`src/rtl/div_pkg.sv`:
```
// Shared types for the divider issue queue: data width, FSM states and the queued request record.
package div_pkg;

  localparam int DIV_DATA_W = 32;
  localparam int DIV_TAG_W  = 5;

  typedef enum logic [1:0] {
    IDLE,
    ISSUE,
    WAIT,
    RESP
  } div_issue_state_t;

  typedef struct packed {
    logic [DIV_DATA_W-1:0] dividend;
    logic [DIV_DATA_W-1:0] divisor;
    logic [DIV_TAG_W-1:0]  tag;
  } div_req_t;

endpackage

```
`src/rtl/div_req_fifo.sv`:
```
// Request FIFO for the divider issue queue. The pointers carry one extra wrap bit.
// The count register gives exact full and empty flags.
module div_req_fifo
  import div_pkg::*;
#(
  parameter int DEPTH = 4,
  localparam int AW = $clog2(DEPTH)
) (
  input  logic        i_clk,
  input  logic        i_reset,
  input  logic        i_clear,
  input  logic        i_push,
  input  div_req_t    i_push_data,
  input  logic        i_pop,
  output div_req_t    o_head,
  output logic        o_full,
  output logic        o_empty,
  output logic [AW:0] o_count
);

  localparam logic [AW:0] PTR_ONE  = 1;
  localparam logic [AW:0] FULL_CNT = (AW+1)'(DEPTH);

  div_req_t    r_mem [DEPTH];
  logic [AW:0] r_wr_ptr;
  logic [AW:0] r_rd_ptr;
  logic [AW:0] r_count;
  logic        w_do_push;
  logic        w_do_pop;

  assign o_full    = (r_count == FULL_CNT);
  assign o_empty   = (r_count == '0);
  assign o_count   = r_count;
  assign o_head    = r_mem[r_rd_ptr[AW-1:0]];
  assign w_do_push = i_push && !o_full;
  assign w_do_pop  = i_pop && !o_empty;

  // Storage is cleared on reset so the operand outputs read zero out of reset.
  always_ff @(posedge i_clk or posedge i_reset) begin
    if (i_reset) begin
      r_wr_ptr <= '0;
      r_rd_ptr <= '0;
      r_count  <= '0;
      for (int i = 0; i < DEPTH; i++) r_mem[i] <= '0;
    end else if (i_clear) begin
      r_wr_ptr <= '0;
      r_rd_ptr <= '0;
      r_count  <= '0;
    end else begin
      if (w_do_push) begin
        r_mem[r_wr_ptr[AW-1:0]] <= i_push_data;
        r_wr_ptr                <= r_wr_ptr + PTR_ONE;
      end
      if (w_do_pop) r_rd_ptr <= r_rd_ptr + PTR_ONE;
      case ({w_do_push, w_do_pop})
        2'b10:   r_count <= r_count + PTR_ONE;
        2'b01:   r_count <= r_count - PTR_ONE;
        default: r_count <= r_count;
      endcase
    end
  end

endmodule

```
`src/rtl/div_issue_queue.sv`:
```
// Issue queue in front of the iterative signed divider. It launches queued requests one at a time and returns tagged results.
// With DIV_ZERO_BYPASS_EN defined, zero-divisor requests are answered locally and the divider is not started for them.
module div_issue_queue
  import div_pkg::*;
#(
  parameter int DEPTH = 4,
  parameter int TAG_W = DIV_TAG_W
) (
  input  logic                  i_clk,
  input  logic                  i_reset,
  input  logic                  i_flush,
  input  logic                  i_req_valid,
  output logic                  o_req_ready,
  input  logic [DIV_DATA_W-1:0] i_req_dividend,
  input  logic [DIV_DATA_W-1:0] i_req_divisor,
  input  logic [TAG_W-1:0]      i_req_tag,
  output logic                  o_div_start,
  output logic                  o_div_reset,
  output logic [DIV_DATA_W-1:0] o_div_dividend,
  output logic [DIV_DATA_W-1:0] o_div_divisor,
  input  logic [DIV_DATA_W-1:0] i_div_quotient,
  input  logic                  i_div_exception,
  input  logic                  i_div_done,
  output logic                  o_res_valid,
  input  logic                  i_res_ready,
  output logic [DIV_DATA_W-1:0] o_res_quotient,
  output logic                  o_res_exception,
  output logic [TAG_W-1:0]      o_res_tag,
  output logic                  o_busy
);

  localparam int AW = $clog2(DEPTH);

  // state | meaning
  // IDLE  | waiting for a queued request
  // ISSUE | start pulse high, head operands on the divider inputs
  // WAIT  | divider running, head operands held until done
  // RESP  | result held on res_* until the consumer accepts it

  div_issue_state_t      r_state;
  logic                  r_div_start;
  logic                  r_div_reset;
  logic                  r_res_valid;
  logic [DIV_DATA_W-1:0] r_res_quotient;
  logic                  r_res_exception;
  logic [TAG_W-1:0]      r_res_tag;

  div_req_t              w_push_data;
  div_req_t              w_head;
  logic                  w_push;
  logic                  w_pop;
  logic                  w_full;
  logic                  w_empty;
  logic [AW:0]           w_count;

  assign w_push_data = '{dividend: i_req_dividend,
                         divisor:  i_req_divisor,
                         tag:      DIV_TAG_W'(i_req_tag)};
  assign w_push      = i_req_valid && !w_full && !i_flush;

`ifdef DIV_ZERO_BYPASS_EN
  logic w_head_zero;
  assign w_head_zero = (w_head.divisor == '0);
`endif

  always_comb begin
    w_pop = 1'b0;
    if (!i_flush) begin
      if (r_state == WAIT && i_div_done) w_pop = 1'b1;
`ifdef DIV_ZERO_BYPASS_EN
      if (r_state == IDLE && !w_empty && w_head_zero) w_pop = 1'b1;
`endif
    end
  end

  div_req_fifo #(
    .DEPTH (DEPTH)
  ) u_fifo (
    .i_clk       (i_clk),
    .i_reset     (i_reset),
    .i_clear     (i_flush),
    .i_push      (w_push),
    .i_push_data (w_push_data),
    .i_pop       (w_pop),
    .o_head      (w_head),
    .o_full      (w_full),
    .o_empty     (w_empty),
    .o_count     (w_count)
  );

  always_ff @(posedge i_clk or posedge i_reset) begin
    if (i_reset) begin
      r_state         <= IDLE;
      r_div_start     <= 1'b0;
      r_div_reset     <= 1'b0;
      r_res_valid     <= 1'b0;
      r_res_quotient  <= '0;
      r_res_exception <= 1'b0;
      r_res_tag       <= '0;
    end else begin
      r_div_start <= 1'b0;
      r_div_reset <= 1'b0;
      if (i_flush) begin
        // Only a launched divide needs aborting; IDLE and RESP have nothing in the divider.
        r_div_reset <= (r_state == ISSUE) || (r_state == WAIT);
        r_res_valid <= 1'b0;
        r_state     <= IDLE;
      end else begin
        case (r_state)
          IDLE: begin
            if (!w_empty) begin
`ifdef DIV_ZERO_BYPASS_EN
              if (w_head_zero) begin
                r_res_quotient  <= '0;
                r_res_exception <= 1'b1;
                r_res_tag       <= TAG_W'(w_head.tag);
                r_res_valid     <= 1'b1;
                r_state         <= RESP;
              end else begin
                r_div_start <= 1'b1;
                r_state     <= ISSUE;
              end
`else
              r_div_start <= 1'b1;
              r_state     <= ISSUE;
`endif
            end
          end
          ISSUE: r_state <= WAIT;
          WAIT: begin
            if (i_div_done) begin
              r_res_quotient  <= i_div_quotient;
              r_res_exception <= i_div_exception;
              r_res_tag       <= TAG_W'(w_head.tag);
              r_res_valid     <= 1'b1;
              r_state         <= RESP;
            end
          end
          RESP: begin
            if (i_res_ready) begin
              r_res_valid <= 1'b0;
              r_state     <= IDLE;
            end
          end
          default: r_state <= IDLE;
        endcase
      end
    end
  end

  assign o_req_ready     = !w_full;
  assign o_div_start     = r_div_start;
  assign o_div_reset     = r_div_reset;
  assign o_div_dividend  = w_head.dividend;
  assign o_div_divisor   = w_head.divisor;
  assign o_res_valid     = r_res_valid;
  assign o_res_quotient  = r_res_quotient;
  assign o_res_exception = r_res_exception;
  assign o_res_tag       = r_res_tag;
  assign o_busy          = (w_count != '0) || (r_state != IDLE);

endmodule

```
`config.mk`:
```
export PLATFORM = sky130hd
export DESIGN_NAME = div_issue_queue
export DESIGN_NICKNAME = d
export VERILOG_FILES = /design/src/rtl/div_pkg.sv /design/src/rtl/div_req_fifo.sv /design/src/rtl/div_issue_queue.sv
export SDC_FILE = /design/constraint.sdc
export NUM_CORES = 1
export LEC_CHECK = 0
export ABC_CLOCK_PERIOD_IN_PS = 18400
export BUFFER_PORTS_ARGS = -buffer_cell sky130_fd_sc_hd__buf_2
export CAP_MARGIN = 20
export CORE_ASPECT_RATIO = 0.75
export CORE_MARGIN = 2
export CORE_UTILIZATION = 50
export CTS_BUF_LIST = sky130_fd_sc_hd__clkbuf_8
export DETAILED_ROUTE_END_ITERATION = 8
export PLACE_DENSITY = 0.73
export SLEW_MARGIN = 20
export SYNTH_ARGS = -nofsm -noshare
export SYNTH_HDL_FRONTEND = slang
export SYNTH_SLANG_ARGS = --single-unit
export TNS_END_PERCENT = 20
```
`constraint.sdc`:
```
create_clock -name i_clk -period 18.4 [get_ports i_clk]
set_clock_uncertainty 0.1 [all_clocks]
set_input_delay 0.92 -clock i_clk [delete_from_list [all_inputs] [get_ports i_clk]]
set_output_delay 0.92 -clock i_clk [all_outputs]
set_load 0.01 [all_outputs]
```
==> flow_summary.ini <==
[status]
outcome = complete, no violations

[logic_synthesis]
syn-cell-area_um2 = 14780
synth_top_flop_cell = sky130_fd_sc_hd__dfrtp_1
yosysWarnings = 0
synth_top_cells_by_area = sky130_fd_sc_hd__dfrtp_1 55%, sky130_fd_sc_hd__mux2_2 21%, sky130_fd_sc_hd__mux4_2 11%
netlist_instances = 898
yosys.cell_count.top_type = sky130_fd_sc_hd__dfrtp_1
synthDominantCellAreaShare_pct = 55.20
yosys_register_bits = 326
syn-mean-instance-area_um2 = 16.46
synth.distinct_cells = 42
synth.cells.most_frequent = 326 x sky130_fd_sc_hd__dfrtp_1, 274 x sky130_fd_sc_hd__mux2_2, 79 x sky130_fd_sc_hd__buf_4
synth_async_sr_flop_share_pct = 100.0
ys_seq_area_share_pct = 55.20
mappedNetlistNets = 1014
yosysTopAreaCell = sky130_fd_sc_hd__dfrtp_1
synth_enable_flop_cells = 0

[critical_path]
timing.critical_path.cells = buf_4, mux4_2, buf_2
crit_slowest_cell = sky130_fd_sc_hd__dfrtp_4
setup.worst_path.class = flip-flop to output port
cp-start-kind = flip-flop
crit_path_max_incr_delay_ns = 0.84
critical_path_data_required_time_ns = 17.38
critPathTopFamily = buffers and inverters
crit_path_end_kind = output port
path_buf_inv = 2
timing.critical_path.fanout_max = 39
crit_arrival_ns = 2.91

[timing]
period_needed_ns = 3.930
worstMarginPinSlew_ns = 0.9500
maxClockFrequency_mhz = 254.5
setup_repair_after_global_routing_missed_its_margin = false
timing_hold_violations_final = 0
final.setup.tns_ns = 0
hold_ws_ns = 0.3324
relSlewSlack_pct = 36.66
worst_slack_ns = 14.47
setup_viol_count_final = 0
final_min_period_over_clock_period_pct = 21.36
timing.final.max_slew_violations = 0

[layout]
finish.instance_area_um2 = 16540
antennaDiodeCount = 0
layout.cells.non_filler = 1490
areaGrowthSynthToFinish_pct = 11.95
final_core_area_utilization_pct = 56.94
fraction_of_final_layout_cells_with_drive_strength_greater_than_1_pct = 62.20
design.final.nets = 1177

[power_and_ir_drop]
vdd_ir_drop_max_v = 0.00006276
combPwrFrac_pct = 26.4
share_seq_of_total_power_pct = 48.4
internal_power_mw = 1.647
clock_power_share_pct = 25.1
swShare_pct = 27.83
power.leakage_nw = 7.790
powerDensity_nw_per_um2 = 137.9
p_sw_uw = 635.0
p_total_mw = 2.282

[route]
route.antenna.remaining_nets = 0
dr.first_iter.drc_count = 324
drc_errors = 0
firstDrtPassIters = 4
postRouteWirelength_um = 29080
detailroute.via_count = 7951
routedWlPerCell_um = 19.51
avgViaCountPerCell = 5.336

[clock_network]
holdBufCountCts = 0
clock_latency_ns = 0.57
clkSinkCount = 326
post-cts-setup-buffers = 0
tritoncts.num_buffers = 52
cts-htree-levels = 2
deepest_clock_path_buffer_count = 3
cts.repair.resized = 0
cts_root_buf = sky130_fd_sc_hd__clkbuf_8
cts_tree = yes
clock_input_transition_at_the_sequential_cells_of_the_worst_setup_and_hold_paths_ns = 0.06

[placement]
dpl.hpwl_um = 17770
globalplace.congestion = 0.7280
place_worst_setup_slack_ns = 14.78
numPlacedInstances = 1399
detailed_place.area_um2 = 15580
port_buffers = 214

[hold_path]
hold_path_class = primary input to asynchronous set/reset pin

[floorplanning]
io-pin-count = 215
dieArea_um2 = 30960
die_w_um = 202.5
die-height_um = 152.9
fp-row-count = 54
start_util_pct = 50.87
design.core.area_um2 = 29050

[global_routing]
grt_use_total_pct = 19.19
grt_start_max_net_pins = 97
grt_first_pass_wirelength_um = 47490
vias_in_the_first_global_route = 8515
grt_remaining_overflow = 0
grt_antenna_before_repair = 1

[run]
cap_violations = 0
[logic make-up (layout without fill, tap and decap cells)]
group,Yosys count,in the layout,synth area share (%)
fa+ha+maj,8,8,0.7281
flops,326,326,55.20
xor+xnor,6,6,0.3556
simple gates,35,35,1.473
buf+inv,124,324,6.028
mux,384,384,35.53
compound gates,15,15,0.6859
[sequential cells by signal, summed over array words and instances, names as in the netlist]
register         count
u_fifo.r_mem       276
o_res_quotient      32
o_res_tag            5
u_fifo.o_count       3
r_state              2
u_fifo.r_rd_ptr      2
u_fifo.r_wr_ptr      2
o_div_reset          1
o_div_start          1
o_res_exception      1
o_res_valid          1
[final timing paths]
check                                         from           endpoint  slack [ns]  cells past startpoint
worst max-delay path            u_fifo.r_rd_ptr[0]  o_div_dividend[0]       14.47                      3
worst min-delay path                       i_reset  u_fifo.r_mem[182]        0.33                      2
worst max register to register          r_state[0]  u_fifo.o_count[2]       15.47                      9
worst min register to register   u_fifo.r_mem[168]  u_fifo.r_mem[168]        0.40                      1
max in group asynchronous                  i_reset  u_fifo.r_mem[153]       15.56                      4
min in group i_clk               u_fifo.r_mem[168]  u_fifo.r_mem[168]        0.40                      1
[per-layer routing]
layer  track usage [%]  vias up  part of all wire, %
met1             27.37     4178                   47
met5                 0        -                0.045
met3             5.330       41                  6.1
met2             29.34      185                   45
met4             4.866        2                  1.6
li1                  -     3545                    -
[cell usage in the layout, fill, tap and decap left out, types with 4 or more instances in the layout]
cell type,count
sky130_fd_sc_hd__buf_4,10
sky130_fd_sc_hd__mux2_2,274
sky130_fd_sc_hd__nor2_1,7
sky130_fd_sc_hd__buf_2,214
sky130_fd_sc_hd__a21oi_1,5
sky130_fd_sc_hd__clkbuf_8,61
sky130_fd_sc_hd__xnor2_1,4
sky130_fd_sc_hd__nand2_1,7
sky130_fd_sc_hd__dfrtp_1,324
sky130_fd_sc_hd__mux4_2,69
sky130_fd_sc_hd__mux2_4,40
sky130_fd_sc_hd__ha_1,7
sky130_fd_sc_hd__inv_1,32
[final cells by class]
cell class	instances	area (um2)
fillers	2325	12510
flip-flops and latches	326	8165
multi-input cells	448	5729
repair buffers	225	1157
clock buffers	61	839.6
well taps	392	490.5
clock inverters	30	123.9
inverters	8	37.54
[power groups by stage]
stage	Sequential (mW)	Clock [mW]	Combinational [mW]
finish	1.11	0.573	0.603
global route	1.14	0.628	0.657
global placement	1.10	0	0.594
CTS	1.10	0.595	0.613
floorplan	1.10	0	0.488
detailed placement	1.11	0	0.611
(Power assumes the default switching activity.)
